**src/rtl/la_ioringctrl.sv**
```systemverilog
// la_ioringctrl: IO ring power-on sequencer and serial configuration loader.
module la_ioringctrl #(
  parameter int RINGW  = 8,
  parameter int CFGW   = 16,
  parameter int NWORDS = 4,
  parameter int SETTLE = 64,
  parameter int CLKDIV = 2
) (
  input  logic             clk,
  input  logic             nreset,
  input  logic             start,
  input  logic             shutdown,
  input  logic             cfg_valid,
  input  logic [CFGW-1:0]  cfg_data,
  output logic             cfg_ready,
  output logic             busy,
  output logic             done,
  output logic [RINGW-1:0] ioring
);
  localparam int CW = $clog2((SETTLE > CLKDIV ? SETTLE : CLKDIV) + 1);
  localparam int BW = $clog2(CFGW + 1);
  localparam int WW = $clog2(NWORDS + 1);
  typedef enum logic [2:0] {S_IDLE, S_ENABLE, S_LOAD, S_LATCH, S_RELEASE, S_DONE, S_OFF} state_t;
  state_t          r_state;
  logic [CW-1:0]   r_cnt;
  logic [BW-1:0]   r_bit;
  logic [WW-1:0]   r_word;
  logic [CFGW-1:0] r_shreg;
  logic            r_en, r_sclk, r_sdata, r_latch, r_iso, r_rdy, r_busy, r_done;
  always_ff @(posedge clk or negedge nreset) begin
    if (!nreset) begin
      r_state <= S_IDLE;
      r_cnt   <= '0;
      r_bit   <= '0;
      r_word  <= '0;
      r_shreg <= '0;
      r_en    <= 1'b0;
      r_sclk  <= 1'b0;
      r_sdata <= 1'b0;
      r_latch <= 1'b0;
      r_iso   <= 1'b1;
      r_rdy   <= 1'b0;
      r_busy  <= 1'b0;
      r_done  <= 1'b0;
    end else if (r_state != S_IDLE && r_state != S_OFF && shutdown) begin
      // isolate first; ring_en drops one cycle later in S_OFF
      r_state <= S_OFF;
      r_iso   <= 1'b1;
      r_sclk  <= 1'b0;
      r_sdata <= 1'b0;
      r_latch <= 1'b0;
      r_rdy   <= 1'b0;
      r_busy  <= 1'b0;
      r_done  <= 1'b0;
    end else begin
      case (r_state)
        S_IDLE: if (start) begin
          r_state <= S_ENABLE;
          r_en    <= 1'b1;
          r_busy  <= 1'b1;
          r_cnt   <= '0;
        end
        S_ENABLE: if (r_cnt == CW'(SETTLE - 1)) begin
          r_state <= S_LOAD;
          r_rdy   <= 1'b1;
          r_word  <= '0;
        end else r_cnt <= r_cnt + 1'b1;
        S_LOAD: if (r_rdy) begin
          if (cfg_valid) begin
            r_rdy   <= 1'b0;
            r_sdata <= cfg_data[CFGW-1];
            r_shreg <= cfg_data << 1;
            r_cnt   <= '0;
            r_bit   <= '0;
          end
        end else if (r_cnt != CW'(CLKDIV - 1)) r_cnt <= r_cnt + 1'b1;
        else begin
          r_cnt  <= '0;
          r_sclk <= !r_sclk;
          // a bit ends when sclk returns low
          if (r_sclk) begin
            if (r_bit != BW'(CFGW - 1)) begin
              r_bit   <= r_bit + 1'b1;
              r_sdata <= r_shreg[CFGW-1];
              r_shreg <= r_shreg << 1;
            end else begin
              r_sdata <= 1'b0;
              if (r_word == WW'(NWORDS - 1)) begin
                r_state <= S_LATCH;
                r_latch <= 1'b1;
              end else begin
                r_word <= r_word + 1'b1;
                r_rdy  <= 1'b1;
              end
            end
          end
        end
        S_LATCH: if (r_cnt != CW'(CLKDIV - 1)) r_cnt <= r_cnt + 1'b1;
        else begin
          r_latch <= 1'b0;
          r_iso   <= 1'b0;
          r_state <= S_RELEASE;
        end
        S_RELEASE: begin
          r_state <= S_DONE;
          r_done  <= 1'b1;
          r_busy  <= 1'b0;
        end
        S_DONE: r_state <= S_DONE;
        S_OFF: begin
          r_en    <= 1'b0;
          r_state <= S_IDLE;
        end
        default: r_state <= S_IDLE;
      endcase
    end
  end
  assign cfg_ready = r_rdy;
  assign busy      = r_busy;
  assign done      = r_done;
  always_comb begin
    ioring      = '0;
    ioring[4:0] = {r_iso, r_latch, r_sdata, r_sclk, r_en};
  end
endmodule
```
**config.mk**
```make
export PLATFORM = sky130hd
export DESIGN_NAME = la_ioringctrl
export DESIGN_NICKNAME = d
export VERILOG_FILES = /design/src/rtl/la_ioringctrl.sv
export SDC_FILE = /design/constraint.sdc
export NUM_CORES = 1
export LEC_CHECK = 0
export BUFFER_PORTS_ARGS = -buffer_cell sky130_fd_sc_hd__buf_2
export CAP_MARGIN = 25
export CORE_MARGIN = 2
export CORE_UTILIZATION = 52
export CTS_BUF_LIST = sky130_fd_sc_hd__clkbuf_16
export DETAILED_ROUTE_END_ITERATION = 10
export PLACE_DENSITY = 0.8
export SETUP_SLACK_MARGIN = 0.02
export SYNTH_ARGS = -nofsm -noshare
export SYNTH_HDL_FRONTEND = slang
export SYNTH_SLANG_ARGS = --single-unit
```
**constraint.sdc**
```tcl
create_clock -name clk -period 4.3 [get_ports clk]
set_clock_uncertainty 0.05 [all_clocks]
set_input_delay 0.86 -clock clk [delete_from_list [all_inputs] [get_ports clk]]
set_output_delay 0.86 -clock clk [all_outputs]
set_load 0.02 [all_outputs]
```
==> metrics, run 1 <==
PortBufs 28; status finished clean; met2 WL 2.160 mm; CTS H-Tree Depth 2; Pleak 1.177 nW; Synth top area share 42.76%; worst hold-check path type flip-flop to flip-flop; # clock sinks 41; CTS Buf Count 5; Least-Margin Pin Slew 0.9014 ns; Worst VDD drop 0.3920 mV; Pint 1.103 mW; hold bufs inserted after CTS 0; final WL 4.594 mm; Die Y 71.10 um; RSZ-0062 raised after global routing no; setup slack at placement 1.409 ns; IO Pins 32; DRT antenna net count 0; M1 WL 2.172 mm; FFs w/ async S/R, synth 100.0%; most numerous cell in the Yosys netlist dfrtp_1; Worst Setup Slack, final 1.354 ns; WS Path Type flip-flop to flip-flop; first-pass GRT wire length 7.797 mm; Initial Util 53.76%; Max Root-Sink Buffers 2; initial antenna violation count 0; number of synthesized flops with an enable pin 0; f_max 339.5 MHz; die area 5055 um2; crit path capture type flip-flop; hpwl dp 3.234 mm; area leader, netlist dfrtp_1; Main synth FF type dfrtp_1; global-route usage over all layers 19.43%; Core Area 4354 um2; switching share of power 37.58%; R2R Setup Slk 1.35 ns; # setup viols final 0; CP max FO 22; Critical Path Start Type flip-flop; Die W 71.10 um; Sequential Power Share 38.6%; share of cells above drive strength 1 17.45%; grt ovf 0; max-slew violations 0; WL/cell 14.05 um; Filler cells 382; root buffer cell clkbuf_16; clock share of power 24.0%; Post-CTS Setup Inserts 0; P_sw 664.1 uW; Synth warnings 0; Iter 0 DRT Violations 184; vias in the first global route 1766; Tot Pwr 1.767 mW; worst skew pair latency 0.28 ns; met3 routed WL 215 um; DR top layer met4; Post-synth top cells dfrtp_1 (40), nor2_1 (34), o21ai_0 (21); reported max-cap violation count 0; Final min period 2.946 ns; drt pass-1 iters 4; largest net degree at the start of global routing 42; nets 302; routed vias/inst 5.691; RD Place Congestion 0.7954; Required @ worst endpoint 4.41 ns; Distinct cells, synth 53; Diodes inserted 0; WP data arrival 3.06 ns; total number of vias 1861; dpl cells 318; synthesized flop and latch total 41; Setup TNS Final 0 ns; fin cells 327; final hold vios 0; post-cts sizing count 0; clk slew on worst S/H paths 0.06 ns; Max-slew headroom 39.91%; post-synthesis cell area 2341 um2; Area Overhead vs Synth 12.56%; Avg Inst Size Synth 9.180 um2; Gate power share 37.4%; top area cells in the synthesized netlist dfrtp_1 (43%), mux2i_1 (6.4%), nor2_1 (5.5%); CTS tree built; final critical-path share of the clock period 68.51%; DRC violations left 0; sequential area share after synthesis 43.88%; row count 24; Cells after Synth 255; pwr/cell area 670.7 nW/um2
-- kinds of logic (layout without fill, tap and decap cells) --
kind of cell               after synthesis  count (layout)  share of synthesized area, %
AOI/OAI and AO/OA                       64              64                         17.37
xor gates and xnor gates                 3               3                         1.123
adders and majority gates                7               7                         3.741
buffers and inverters                   28              46                         6.414
DFF                                     41              41                         43.88
muxes                                   16              16                         6.895
other                                    1               3                        0.1602
and+or+nand+nor                         95              95                         20.42
-- power by group through the flow --
stage	logic (mW)	registers (mW)	clock network [mW]
after global placement	0.590	0.708	0
after floorplan	0.572	0.623	0
after detailed placement	0.609	0.715	0
final	0.660	0.683	0.424
after CTS	0.611	0.711	0.428
after global routing	0.743	0.708	0.439
-- area by class of cell --
class	instances	area (um2)	share of cell area, %
clock buffers	5	125.1	4.748
well taps	52	65.06	2.469
repair buffers	30	175.2	6.648
multi-input cells	188	1171	44.44
flip-flops and latches	41	1027	38.98
clock inverters	3	41.29	1.567
inverters	8	30.03	1.140
-- placed cells by master, fill, tap and decap left out, types with 2 or more instances in the layout --
cell        n
nor2b_1     7
buf_2      28
o2bb2ai_1   2
nand3_1     8
nor2_1     34
nand2_1    17
nor3_1      3
a22o_1      2
conb_1      3
o21ai_0    21
clkbuf_16   5
mux2i_1    15
inv_1       8
or3b_2      2
o31ai_1     3
nor4_1      2
or3_1       2
nand2b_1    7
ha_1        7
dfrtp_1    40
a21oi_1    20
and3_1      2
xnor2_1     3
or4_1       2
-- sequential cells by signal, indices dropped and copies added (netlist names), 3 cells and up --
name     cells
r_word       3
r_shreg     15
r_bit        5
r_cnt        7
r_state      3
-- per-layer routing --
metal	global-route usage, %	up-vias
li1	-	919
met1	25.55	892
met2	31.57	44
met3	4.701	6
met4	6.709	0
met5	0	-
-- path summary, 6_finish.rpt --
check / from / endpoint / cells after the start
max: r_state[0] / r_bit[0] / 5
min: r_bit[4] / r_bit[4] / 2
min reg2reg: r_bit[4] / r_bit[4] / 2
max in group asynchronous: nreset / r_sclk / 1
min in group asynchronous: nreset / r_cnt[5] / 1
max reg2reg: r_state[0] / r_bit[0] / 5
-- per-stage QoR --
step / util, % / hold WS [ns] / cell area, um2
finish: 60.52 / 0.4306 / 2635
global route: 60.52 / 0.4453 / 2635
CTS: 59.89 / 0.4336 / 2608
detailed placement: 56.06 / 0.4205 / 2441
global placement: 56.06 / 0.4149 / 2441
floorplan: - / 0.3998 / 2349
-- critical path, cell delays in order, from the launching register on --
cell and delay (ns):
dfrtp_1 0.60, or3b_2 0.59, or3_1 0.48, nor2_2 0.47, buf_4 0.29, mux2_1 0.33
Power figures use the tool's default switching activity.
==> run 2: changes to the inputs <==
==> constraint.sdc (replaced) <==
create_clock -name clk -period 2.8 [get_ports clk]
set_clock_uncertainty 0.05 [all_clocks]
set_input_delay 0.56 -clock clk [delete_from_list [all_inputs] [get_ports clk]]
set_output_delay 0.56 -clock clk [all_outputs]
set_load 0.02 [all_outputs]
==> run 2 against run 1 <==
Effect of this change: clock-buffer cell count did not move; first-iteration DRC count rose by 1.1%; via count rose by 0.16%; non-clock buffer count rose by 3; largest power group is now combinational cells; clock power rose by 49%; critical path type unchanged; hold slack got worse by 0.24 ns; sequential cell count did not move; final area rose by 0.47%; total power rose by 52%; sequential power rose by 44%; critical path depth rose by 1.
==> metrics, run 2 (synthesis results as in run 1) <==
total number of vias 1864 (+0.16%); most frequent cells in the layout dfrtp_1 (40), nor2_1 (34), buf_2 (28); Worst Setup Slack, final 0.4011 ns (-0.9530 ns); Diodes inserted 0 (unchanged); final core utilization 60.80% (+0.29 points); hold_ws 0.1925 ns (-0.2381 ns); global-route usage over all layers 20.84% (+1.4 points); commonest non-fill, non-tap cell in the layout dfrtp_1; RSZ-0062 raised after global routing no; Initial Util 53.76% (unchanged); biggest regs r_shreg (15), r_cnt (7), r_bit (5); Worst R2R Path Depth 6 (+1); fin cells 330 (+0.92%); Most flops, register r_shreg; Area after DPL 2464 um2 (+0.92%); multi-input combinational cell area 1171 um2 (unchanged); Final Cell Area 2648 um2 (+0.47%); Critical Path Start Type flip-flop; P_sw 1.001 mW (+51%); CTS tree built; Die W 71.10 um (unchanged); max-slew violations 0 (unchanged); CTS H-Tree Depth 2 (unchanged); crit path capture type flip-flop; post-cts sizing count 0 (unchanged); routed vias/inst 5.648 (-0.75%); f_max 416.9 MHz (+23%); Critical Path, Cell by Cell or3b_2, or3_1, nor2_2, buf_4, nor2_1, a21oi_1; vias in the first global route 1867 (+5.7%); final WL 4.554 mm (-0.87%); worst hold-check path type input port to async pin; setup slack at placement 0.4095 ns (-0.9996 ns); storage element area 1027 um2 (unchanged); Pint 1.688 mW (+53%); nets 305 (+0.99%); IO Pins 32 (unchanged); first-pass GRT wire length 8.438 mm (+8.2%); Sequential Power Share 36.6% (-2.0 points); initial antenna violation count 0 (unchanged); Gate power share 39.9% (+2.5 points); Area Overhead vs Synth 13.09%; Max-slew headroom 56.26% (+16 points); Filler cells 370 (-3.1%); max reg flops 15 (unchanged); # setup viols final 0 (unchanged); drt pass-1 iters 7 (+3); row count 24 (unchanged); hpwl dp 3.259 mm (+0.77%); RD Place Congestion 0.8663 (+8.9%); final hold vios 0 (unchanged); WP data arrival 2.55 ns (-0.51 ns); Pleak 1.196 nW (+1.6%); reported max-cap violation count 0 (unchanged); worst path bufs/invs 1 (unchanged); clk slew on worst S/H paths 0.06 ns (about the same); Setup TNS Final 0 ns (unchanged); WS Path Type flip-flop to flip-flop; DRC violations left 0 (unchanged); largest net degree at the start of global routing 42 (unchanged); DRT antenna net count 0 (unchanged); Post-CTS Setup Inserts 0 (unchanged); Max Root-Sink Buffers 2 (unchanged); critical path's slowest cell or3b_2; WL/cell 13.80 um (-1.8%); Worst VDD drop 0.5081 mV (+30%); dpl cells 321 (+0.94%); die area 5055 um2 (unchanged); Iter 0 DRT Violations 186 (+1.1%); Die Y 71.10 um (unchanged); Core Area 4354 um2 (unchanged); Tot Pwr 2.689 mW (+52%); Least-Margin Pin Slew 0.6561 ns (-0.2452 ns); # clock sinks 41 (unchanged); final critical-path share of the clock period 85.67% (+17 points); CP max stage delay 0.58 ns (-0.02 ns); worst skew pair latency 0.28 ns (about the same); Final min period 2.399 ns (-0.5470 ns); grt ovf 0 (unchanged); status finished clean; hold bufs inserted after CTS 0 (unchanged); Required @ worst endpoint 2.95 ns (-1.46 ns); share of cells above drive strength 1 18.35% (+0.89 points); pwr/cell area 1016 nW/um2 (+51%); root buffer cell clkbuf_16; clock share of power 23.5% (-0.5 points); PortBufs 28 (unchanged); CP max FO 28 (+27%); CTS Buf Count 5 (unchanged); critical path depth 6 (+1); switching share of power 37.23% (-0.35 points); crit-path leading delay family simple AND/OR/NAND/NOR gates
==> run 2: cell types whose count changed in the layout (fill, tap and decap cells not counted) <==
| cell | previous run | this run |
|---|---|---|
| buf_12 | 0 | 1 |
| buf_16 | 1 | 0 |
| buf_4 | 1 | 4 |
| clkinv_1 | 1 | 0 |
| clkinv_2 | 0 | 1 |
| clkinvlp_4 | 1 | 0 |
| inv_1 | 8 | 9 |
==> run 2: cell type report <==
class / instances / share of cell area [%]
Clock buffer: 5 / 4.726
Inverter: 8 / 1.134
Multi-Input combinational cell: 188 / 44.23
Sequential cell: 41 / 38.80
Clock inverter: 3 / 1.465
Timing Repair Buffer: 33 / 7.183
Tap cell: 52 / 2.457
==> run 2: path summary, 6_finish.rpt <==
path                       slack (ns)       start          to
max in group asynchronous        2.23      nreset       r_iso
min in group clk                 0.43    r_bit[4]    r_bit[4]
max                              0.40  r_state[2]  r_shreg[5]
min reg2reg                      0.43    r_bit[4]    r_bit[4]
min                              0.19      nreset    r_cnt[4]
max reg2reg                      0.40  r_state[2]  r_shreg[5]
==> run 2: worst register-to-register path: cells and delay by family, from the launching register on <==
family	cells	cell delay (ns)
AOI/OAI and AO/OA	1	0.14
buffers and inverters	1	0.29
DFF	1	0.52
and+or+nand+nor	4	1.33
==> run 2: layer usage <==
metal / wire [um] / up-vias / GRT usage [%]
li1: - / 931 / -
met2: 2203 / 56 / 33.75
met3: 244 / 2 / 5.840
met5: 0 / - / 0
met4: 27 / 0 / 5.241
met1: 2079 / 875 / 27.83
==> run 2: power by group through the flow <==
stage	combinational (mW)	sequential, mW	clock (mW)
after floorplan	0.878	0.957	0
after global placement	1.04	0.984	0
after detailed placement	1.07	0.992	0
after CTS	1.08	0.985	0.647
after global routing	1.24	1.02	0.668
final	1.07	0.983	0.632
==> run 3: changes to the inputs <==
--- a/config.mk
+++ b/config.mk
@@ -7,6 +7,7 @@
 export LEC_CHECK = 0
 export BUFFER_PORTS_ARGS = -buffer_cell sky130_fd_sc_hd__buf_2
 export CAP_MARGIN = 25
+export CORE_ASPECT_RATIO = 1.5
 export CORE_MARGIN = 2
 export CORE_UTILIZATION = 52
 export CTS_BUF_LIST = sky130_fd_sc_hd__clkbuf_16
==> constraint.sdc (replaced) <==
create_clock -name clk -period 2.8 [get_ports clk]
set_clock_uncertainty 0.05 [all_clocks]
set_input_delay 0.14 -clock clk [delete_from_list [all_inputs] [get_ports clk]]
set_output_delay 0.14 -clock clk [all_outputs]
set_load 0.02 [all_outputs]
==> run 3 against run 2 <==
Effect of this change: the flow now finishes with violations (design-rule violations); global-route usage grew 0.39 points; critical endpoint is now r_shreg[9]; highest routed layer unchanged; final cell count shrank 1.8%; final area shrank 0.71%.
==> metrics, run 3 (synthesis results as in run 1) <==
Required @ worst endpoint 2.95 ns (about the same); DRC violations left 1 (+1); commonest non-fill, non-tap cell in the layout dfrtp_1; status complete, but fails checks; Setup TNS Final 0 ns (unchanged); initial antenna violation count 0 (unchanged); largest net degree at the start of global routing 42 (unchanged); CTS Buf Count 5 (unchanged); # setup viols final 0 (unchanged); Iter 0 DRT Violations 97 (-48%); worst skew pair latency 0.28 ns (about the same); DRT antenna net count 0 (unchanged); max reg flops 15 (unchanged); storage element area 1027 um2 (unchanged); Worst VDD drop 0.5945 mV (+17%); root buffer cell clkbuf_16; final WL 4.648 mm (+2.1%); grt ovf 0 (unchanged); Area Overhead vs Synth 12.29%; vias in the first global route 1877 (+0.54%); Final min period 2.417 ns (+0.01776 ns); PortBufs 28 (unchanged); # clock sinks 41 (unchanged); Max-slew headroom 40.90% (-15 points); post-cts sizing count 0 (unchanged); Pleak 1.189 nW (-0.63%); WP data arrival 2.57 ns (+0.02 ns); Die Y 86.18 um (+21%); multi-input combinational cell area 1171 um2 (unchanged); reported max-cap violation count 0 (unchanged); Critical Path Start Type flip-flop; first-pass GRT wire length 8.224 mm (-2.5%); clk slew on worst S/H paths 0.06 ns (about the same); share of cells above drive strength 1 17.63% (-0.72 points); routed vias/inst 5.633 (-0.28%); Core Area 4282 um2 (-1.7%); IO Pins 32 (unchanged); HP Start cfg_data[0]; biggest regs r_shreg (15), r_cnt (7), r_bit (5); drt pass-1 iters 7 (unchanged); global-route usage over all layers 21.23% (+0.39 points); row count 29 (+21%); R2R Setup Slk 0.38 ns (-0.02 ns); die area 5066 um2 (+0.22%); total number of vias 1825 (-2.1%); Diodes inserted 0 (unchanged); worst r2r dst r_shreg[9]; worst hold-check path type input port to flip-flop; Least-Margin Pin Slew 0.8866 ns (+0.2304 ns); Die W 58.79 um (-17%); dpl cells 315 (-1.9%); final critical-path share of the clock period 86.31% (+0.63 points); WL/cell 14.35 um (+4.0%); Initial Util 54.68% (+0.91 points); f_max 413.8 MHz (-0.74%); failing checks design-rule violations; Worst R2R Path Depth 6 (unchanged); CTS H-Tree Depth 2 (unchanged); max-slew violations 0 (unchanged); hpwl dp 3.258 mm (about the same); hold path depth 2; crit path capture type flip-flop; nets 305 (unchanged); pwr/cell area 1027 nW/um2 (+1.1%); Most flops, register r_shreg; Filler cells 364 (-1.6%); Max Root-Sink Buffers 2 (unchanged); RD Place Congestion 0.8694 (+0.36%); hold endpoint r_shreg[1]; fin cells 324 (-1.8%); CTS tree built; most frequent cells in the layout dfrtp_1 (40), nor2_1 (34), buf_2 (28); final hold vios 0 (unchanged); WS Path Type flip-flop to flip-flop; CP max FO 28 (unchanged); RSZ-0062 raised after global routing no; Reg-to-Reg Start r_state[2]
==> run 3: worst max path at each step <==
stage                           from          end  slack [ns]
final                     r_state[2]   r_shreg[9]        0.38
after global routing      r_state[2]  r_shreg[15]        0.23
after CTS                 r_state[2]   r_shreg[9]        0.39
after detailed placement  r_state[2]   r_shreg[4]        0.47
after global placement    r_state[2]   r_shreg[7]        0.55
after floorplan             r_cnt[5]     r_bit[0]        0.57
==> run 3: per-layer routing <==
metal / up-vias / track usage [%] / share of wire [%]
met5: - / 0 / 0
met4: 0 / 8.678 / 1.7
met3: 8 / 5.522 / 4.2
met2: 32 / 36.57 / 53
met1: 858 / 24.49 / 41
li1: 927 / - / -
==> run 3: timing repair <==
item,CTS,global route
hold buffers,1,0
setup buffers,0,0
endpoints found under the hold margin,40,0
==> run 3: final cells by class <==
cell class	count	share of cell area (%)
clock inverter	3	1.428
sequential	41	39.08
inverter	8	1.142
timing repair buffer	33	6.854
multi-input combinational	188	44.55
clock buffer	5	4.760
tap	46	2.189
==> run 3: through the flow <==
stage	power, mW	util, %	hold slack [ns]	setup WS (ns)	area (um2)
after floorplan	1.835	-	-0.2056	0.5715	2349
after global placement	2.025	57.36	0.2732	0.5505	2456
after detailed placement	2.064	57.36	0.2784	0.4663	2456
after CTS	2.716	61.40	0.03464	0.3922	2629
after global routing	2.919	61.40	0.03568	0.2294	2629
final	2.700	61.40	0.03527	0.3834	2629
==> run 3: worst max-delay path, cell delays in order (launching register included) <==
cell,delay (ns)
dfrtp_1,0.51
or3b_2,0.58
or3_1,0.48
nor2_2,0.19
buf_4,0.29
nor2_1,0.09
a21oi_1,0.14
==> run 3: report_power, final <==
part	internal [mW]	switching, mW	total [mW]
Combinational	0.460	0.615	1.07
Sequential	0.813	0.178	0.991
Clock	0.414	0.221	0.634
Total	1.69	1.01	2.70
